$ cat src/rtl/inv_pkg.sv
// Shared constants and helpers for the inv_bank inverter and its toggle monitor.
package inv_pkg;

   localparam int unsigned DefaultWidth = 1;
   localparam int unsigned DefaultCntW  = 16;
   localparam int unsigned MaxCntW      = 64;

   // Y_q resets to the inverse of an all-zero A.
   localparam logic YqRstBit = 1'b1;

   function automatic logic [MaxCntW-1:0] cnt_all_ones(input int unsigned w);
      logic [MaxCntW-1:0] r;
      r = '0;
      for (int unsigned i = 0; i < MaxCntW; i++) begin
         if (i < w) r[i] = 1'b1;
      end
      return r;
   endfunction

endpackage

$ cat src/rtl/inv_toggle_cnt.sv
// Saturating event counter: increments once per cycle with chg high, holds at all-ones.
module inv_toggle_cnt
   import inv_pkg::*;
#(
   parameter int unsigned CNT_W = DefaultCntW
) (
   input  logic             clk,
   input  logic             rst,
   input  logic             chg,
   output logic [CNT_W-1:0] cnt,
   output logic             sat
);

   localparam logic [CNT_W-1:0] CntMax = CNT_W'(cnt_all_ones(CNT_W));

   logic [CNT_W-1:0] cnt_q;
   logic [CNT_W-1:0] cnt_d;

   always_comb begin
      cnt_d = cnt_q;
      if (chg && (cnt_q != CntMax)) cnt_d = cnt_q + 1'b1;
   end

   always_ff @(posedge clk) begin
      if (rst) cnt_q <= '0;
      else     cnt_q <= cnt_d;
   end

   assign cnt = cnt_q;
   assign sat = &cnt_q;

endmodule

$ cat src/rtl/inv_bank.sv
// Combinational bus inverter with registered copy, toggle statistics and a sticky self-check.
// Define INV_SELFCHECK_EN to enable the A_q shadow register and the err flag.
module inv_bank
   import inv_pkg::*;
#(
   parameter int unsigned WIDTH = DefaultWidth,
   parameter int unsigned CNT_W = DefaultCntW
) (
   input  logic [WIDTH-1:0] A,
   output logic [WIDTH-1:0] Y,
   input  logic             clk,
   input  logic             rst,
   output logic [WIDTH-1:0] Y_q,
   output logic [CNT_W-1:0] tog_cnt,
   output logic             tog_sat,
   output logic             err
);

   logic [WIDTH-1:0] y_d;
   logic [WIDTH-1:0] yq_q;
   logic             chg;

   assign y_d = ~A;
   assign Y   = y_d;

   always_ff @(posedge clk) begin
      if (rst) yq_q <= {WIDTH{YqRstBit}};
      else     yq_q <= y_d;
   end

   assign Y_q = yq_q;

   // Any bit differing between the incoming and held value counts as a single event.
   assign chg = (y_d != yq_q);

   inv_toggle_cnt #(
      .CNT_W (CNT_W)
   ) u_toggle_cnt (
      .clk (clk),
      .rst (rst),
      .chg (chg),
      .cnt (tog_cnt),
      .sat (tog_sat)
   );

`ifdef INV_SELFCHECK_EN
   logic [WIDTH-1:0] a_q;
   logic             err_q;
   logic             err_d;
   logic             x_err;

   // $isunknown folds to 0 in two-state hardware, so this term costs nothing in synthesis.
   assign x_err = !$isunknown(A) && $isunknown(Y);

   always_comb begin
      err_d = err_q;
      if ((yq_q != ~a_q) || x_err) err_d = 1'b1;
   end

   // a_q resets to zero so ~a_q matches the all-ones Y_q reset value.
   always_ff @(posedge clk) begin
      if (rst) begin
         a_q   <= '0;
         err_q <= 1'b0;
      end else begin
         a_q   <= A;
         err_q <= err_d;
      end
   end

   assign err = err_q;
`else
   assign err = 1'b0;
`endif

endmodule

$ cat config.mk
export PLATFORM = sky130hd
export DESIGN_NAME = inv_bank
export DESIGN_NICKNAME = d
export VERILOG_FILES = /design/src/rtl/inv_pkg.sv /design/src/rtl/inv_toggle_cnt.sv /design/src/rtl/inv_bank.sv
export SDC_FILE = /design/constraint.sdc
export NUM_CORES = 1
export LEC_CHECK = 0
export ABC_CLOCK_PERIOD_IN_PS = 3100
export CORE_MARGIN = 4
export CORE_UTILIZATION = 40
export CTS_CLUSTER_DIAMETER = 50
export CTS_CLUSTER_SIZE = 14
export DETAILED_ROUTE_END_ITERATION = 6
export GPL_ROUTABILITY_DRIVEN = 0
export GPL_TIMING_DRIVEN = 0
export PLACE_DENSITY_LB_ADDON = 0.3
export SETUP_SLACK_MARGIN = 0.3
export SKIP_LAST_GASP = 1
export SLEW_MARGIN = 10
export SYNTH_ARGS = -nofsm -noshare
export SYNTH_HDL_FRONTEND = slang
export SYNTH_SLANG_ARGS = --single-unit
$ cat constraint.sdc
create_clock -name clk -period 3.1 [get_ports clk]
set_input_delay 0.775 -clock clk [delete_from_list [all_inputs] [get_ports clk]]
set_output_delay 0.775 -clock clk [all_outputs]
set_load 0.05 [all_outputs]
==> results of run 1 <==
-- kinds of logic after synthesis --
kind of cell             Yosys count  synth area share, %
AO/OA/AOI/OAI                     18                12.18
XOR/XNOR                           1                1.684
adder cells (fa/ha/maj)            1                1.295
buffers and inverters              7                3.238
flip-flops                        17                35.23
multiplexers                       9                10.36
other                              1               0.3882
AND/OR/NAND/NOR                   60                35.62
-- how the worst max path moves through the flow --
stage	from	to	slack, ns	depth (start not counted)
after detailed placement	u_toggle_cnt.cnt[5]	tog_sat	0.17	4
after floorplan	u_toggle_cnt.cnt[5]	tog_sat	0.57	3
after CTS	u_toggle_cnt.cnt[5]	tog_sat	0.26	4
final	u_toggle_cnt.cnt[0]	tog_sat	0.41	5
after global placement	u_toggle_cnt.cnt[5]	tog_sat	0.19	4
after global routing	u_toggle_cnt.cnt[0]	tog_sat	0.30	5
-- registers in the layout, summed over array words and instances, names as in the netlist --
signal,count
Y_q,1
u_toggle_cnt.cnt,16
-- where the power goes --
| part | internal (mW) | total, mW | leakage [nW] | switching, mW |
|---|---|---|---|---|
| logic | 0.0205 | 0.0600 | 0.316 | 0.0395 |
| registers | 0.223 | 0.228 | 0.138 | 0.00483 |
| clock network | 0.0501 | 0.125 | 0.0150 | 0.0747 |
| total | 0.293 | 0.413 | 0.469 | 0.119 |
-- cell type report --
type | count | share of cell area, %
flip-flops and latches | 17 | 27.20
clock buffers | 4 | 2.100
repair buffers | 23 | 17.90
inverters | 3 | 0.9000
multi-input cells | 90 | 47.50
plain buffers | 4 | 1.600
well taps | 28 | 2.800
-- layout by cell type, fill, tap and decap left out, drive strengths merged, types with 2 or more instances in the layout --
master	instances
a211oi	3
a21oi	8
and2	2
and3	2
and4	2
buf	4
clkbuf	6
clkdlybuf4s50	19
dfxtp	17
inv	3
mux2	8
nand2	11
nand3	8
nand4	3
nor2	11
nor2b	7
nor3	7
nor4	4
-- metal layers --
metal,wire length (um),vias up,GRT usage (%)
met5,0,-,0
met4,32,0,4.636
met3,141,4,5.204
met2,1096,34,23.82
met1,1040,459,17.39
li1,-,467,-
-- stage by stage --
stage / setup WS (ns) / area, um^2
6_report: 0.4133 / 1251
5_1_grt: 0.3016 / 1251
4_1_cts: 0.2604 / 1237
3_5_place_dp: 0.1720 / 1211
3_3_place_gp: 0.1914 / 1211
2_1_floorplan: 0.5732 / 965.9
-- what timing repair did --
action | CTS | global route
hold endpoints to repair | 0 | 0
endpoints found under the setup margin | 2 | 1
resized for setup | 4 | 1
buffers inserted | 0 | 2
pin swaps | 0 | 1
-- worst max-delay path: stages, from the launching register on --
cell and delay [ns]:
dfxtp_1 0.39, ha_1 0.23, and4_1 0.25, buf_2 0.22, and2_2 0.17, clkdlybuf4s18_2 0.35
==> metrics, run 1 <==
status finished, final reports clean; hpwl dp 1670 um; hold_buf cts 0; Critical Path AT 1.91 ns; worst hold start u_toggle_cnt.cnt[1]; Wirelength per Cell 13.67 um; DR iter-0 viols 40; die area 0.003265 mm^2; kind of critical path flop to output pin; initial antenna violation count 0; Critical R2R Launch Y_q; Mapped Nets 118; Cells after DPL 163; Worst setup EP type output pin; antenna viol nets, final 0; Slew @ Worst Pin 0.5834 ns; count of cell types in the netlist 38; Critical Path Source Type flop; H-Tree Depth 1; R2R Setup Slk 1.26 ns; IO Port Bufs 21; count leader, synth dfxtp_1; WL final 2310 um; clock skew 0.01282 ns; Tcrit/Tclk final 86.67%; yosys warns 0; FILL cells 218; R2R depth 4; global-route wire length before repair 3850 um; initial core utilization 42.84%; Root Driver clkbuf_4; final hold vios 0; multi-input logic area 594.3 um^2; row cnt 17; Worst-path clk slew 0.09 ns; top post-synthesis cells by count 17 x dfxtp_1, 11 x nand2_1, 11 x nor2_1; Vias 964; Via density 5.704; hold path endpoint u_toggle_cnt.cnt[1]; number of remaining DRC errors 0; FF/Latch Area 340.3 um^2; CP Max Fanout 10; Non-Filler Instances 169; final hold slack 0.5053 ns; Main synth FF type dfxtp_1; final core occ 55.49%; power density over the cells 329.7 mW/mm^2; Layout area overhead 29.53%; Tmin final 2.687 ns; RSZ-0062 raised after global routing false; clk_lat worst skew 0.30 ns; achievable frequency 372.2 MHz; width of the die 57.14 um; Leak 0.4685 nW; worst hold path type flop to flop; Core ar. 0.002255 mm^2; register area share after synthesis 35.23%; Die Height 57.14 um; setup violators final 0; vias in the first global route 904; total grt overflow 0; CTS Sinks 17; ys async rst share 0%; Tot Pwr 412.5 uW; Pre-antenna DRT Iters 4; CTS tree done; I/O pins 23; required time of the critical path 2.32 ns; diode count 0; Synth area leader dfxtp_1; max-slew violations 0; setup tns final 0 ns; peak supply drop 0.3638 mV; hold path depth 2; Final #Nets 146; Max-Cap Viols 0; Global Route Usage Sum 14.42%; top cells by area, synth dfxtp_1 35%, mux2_1 7.0%, nor2b_1 4.5%; clock buffer count from CTS 3; Max clock buf depth 2; post-synthesis register bit count 17; post-synth top area share 35.23%; synthesized area 965.9 um^2; Synth Instances 114; layout cells sized above 1 14.18%; Synth Area per Inst 8.473 um^2; Reg-to-Reg End u_toggle_cnt.cnt[13]; largest net degree at the start of global routing 11; Post-synth EDFFs 0; headroom to the max-slew limit 60.75%
No activity file was read; power rests on OpenSTA's default activity.
==> run 2, diff against run 1 <==
ABC_CLOCK_PERIOD_IN_PS = 2920   (was 3100)
CORE_MARGIN = unset   (was 4)
MAX_ROUTING_LAYER = met4   (was unset)
clock period = 2.92 ns   (was 3.1 ns; I/O delays follow)
==> metrics, run 2 (synthesis results as in run 1) <==
initial antenna violation count 0 (unchanged); CTS tree done; R2R Setup Slk 1.08 ns (-0.18 ns); Reg-to-Reg End u_toggle_cnt.cnt[14]; Final #Nets 146 (unchanged); CP peak stage delay 0.52 ns (+0.13 ns); diode count 0 (unchanged); Tmin final 2.521 ns; hpwl dp 1592 um (-4.7%); clock buffer count from CTS 3 (unchanged); Max-Cap Viols 0 (unchanged); power density over the cells 347.4 mW/mm^2 (+5.4%); H-Tree Depth 1 (unchanged); Crit-path slowest cell dlygate4sd2_1; Core ar. 0.002255 mm^2 (unchanged); number of remaining DRC errors 0 (unchanged); CP Max Fanout 3 (-7); critical path, cell by cell clkdlybuf4s50_1 > inv_1 > dlygate4sd2_1; final core occ 55.55% (+0.056 points); Die Height 51.14 um (-11%); initial core utilization 42.84% (unchanged); largest net degree at the start of global routing 11 (unchanged); DR iter-0 viols 28 (-30%); CTS Sinks 17 (unchanged); global-route wire length before repair 3594 um (-6.6%); Max clock buf depth 2 (unchanged); Pre-antenna DRT Iters 4 (unchanged); hold path endpoint u_toggle_cnt.cnt[1]; vias in the first global route 843 (-6.7%); Largest register FFs 16 (unchanged); row cnt 17 (unchanged); achievable frequency 396.7 MHz; hold_buf cts 0 (unchanged); kind of critical path input pin to output pin; clock skew 0.01262 ns (-0.0002000 ns); Worst setup EP type output pin; antenna viol nets, final 0 (unchanged); hold path depth 2 (unchanged); R2R depth 5 (+1); Via density 5.639 (-1.1%); Critical R2R Launch u_toggle_cnt.cnt[0]; FILL cells 229 (+5.0%); clk_lat worst skew 0.30 ns (about the same); setup violators final 0 (unchanged); peak supply drop 0.2525 mV (-31%); Wirelength per Cell 12.76 um (-6.7%); worst hold start u_toggle_cnt.cnt[1]; Slew @ Worst Pin 0.6024 ns (+0.01901 ns); die area 0.002615 mm^2 (-20%); WL final 2156 um (-6.7%); I/O pins 23 (unchanged); final hold vios 0 (unchanged); worst hold path type flop to flop; total grt overflow 0 (unchanged); required time of the critical path 2.19 ns (-0.13 ns); Global Route Usage Sum 18.73% (+4.3 points); RSZ-0062 raised after global routing false; Worst-path clk slew 0.11 ns (+0.02 ns); width of the die 51.14 um (-11%); status finished, final reports clean; Critical Path Source Type input pin; Root Driver clkbuf_4; setup tns final 0 ns (unchanged); Layout area overhead 29.66% (about the same); headroom to the max-slew limit 59.47% (-1.3 points); Leak 0.4711 nW (+0.55%); Critical Path AT 1.79 ns (-0.12 ns); Tcrit/Tclk final 86.34%; Vias 953 (-1.1%); layout cells sized above 1 14.89% (+0.71 points); max-slew violations 0 (unchanged); IO Port Bufs 21 (unchanged); most frequent cells in the layout 19 x clkdlybuf4s50_1, 17 x dfxtp_1, 11 x nand2_1, 11 x nor2_1, 8 x a21oi_1; commonest non-fill, non-tap cell in the layout clkdlybuf4s50_1
[run 2: cell count changes in the layout (fill, tap and decap cells not counted)]
cell | before | now
clkbuf_1 | 3 | 2
clkbuf_4 | 3 | 5
buf_2 | 1 | 0
clkinv_2 | 0 | 1
clkdlybuf4s18_2 | 1 | 0
[run 2: how the worst max path moves through the flow]
stage                        startpoint       to  slack [ns]  cells past startpoint
global placement    u_toggle_cnt.cnt[5]  tog_sat        0.06                      4
finish                                A        Y        0.40                      3
CTS                 u_toggle_cnt.cnt[5]  tog_sat        0.13                      4
floorplan           u_toggle_cnt.cnt[5]  tog_sat        0.44                      3
global route        u_toggle_cnt.cnt[0]  tog_sat        0.32                      5
detailed placement  u_toggle_cnt.cnt[5]  tog_sat        0.04                      4
[run 2: through the flow]
stage	instances	hold slack (ns)	setup WS (ns)	total power, mW	instance area, um^2
2_1_floorplan	114	0.6916	0.4382	0.2900	965.9
3_3_place_gp	163	0.4782	0.06093	0.3098	1211
3_5_place_dp	163	0.4991	0.04480	0.3117	1211
4_1_cts	167	0.5175	0.1260	0.4384	1239
5_1_grt	169	0.5457	0.3209	0.4541	1252
6_report	169	0.5156	0.3990	0.4351	1252
[run 2: power breakdown]
| part | internal (mW) | leakage (nW) | switching, mW |
|---|---|---|---|
| logic | 0.0216 | 0.316 | 0.0418 |
| registers | 0.237 | 0.138 | 0.00534 |
| clock network | 0.0511 | 0.0177 | 0.0787 |
[run 2: final cells by class]
type                       count  area [um^2]  share of cell area (%)
multi-input combinational     90        594.3                   47.45
inverter                       3        11.26                  0.8991
clock buffer                   3        22.52                   1.798
clock inverter                 1        5.005                  0.3996
timing repair buffer          23        221.5                   17.68
tap                           28        35.03                   2.797
buffer                         4        22.52                   1.798
sequential                    17        340.3                   27.17
[run 2: critical path, delay by kind of cell]
family	cells	cell delay, ns
buf+inv	3	1.06
[run 2: layer usage]
metal	GRT usage [%]	share of wire [%]	vias up
met3	4.167	4.8	7
met1	22.30	46	442
li1	-	-	471
met2	29.82	47	33
met4	8.796	2.0	0
met5	-	0	-
[run 2: timing repair]
action / in CTS / in global routing
setup buffers: 0 / 2
gates resized for setup: 4 / 4
pin swaps: 0 / 1
setup endpoints to repair: 2 / 1
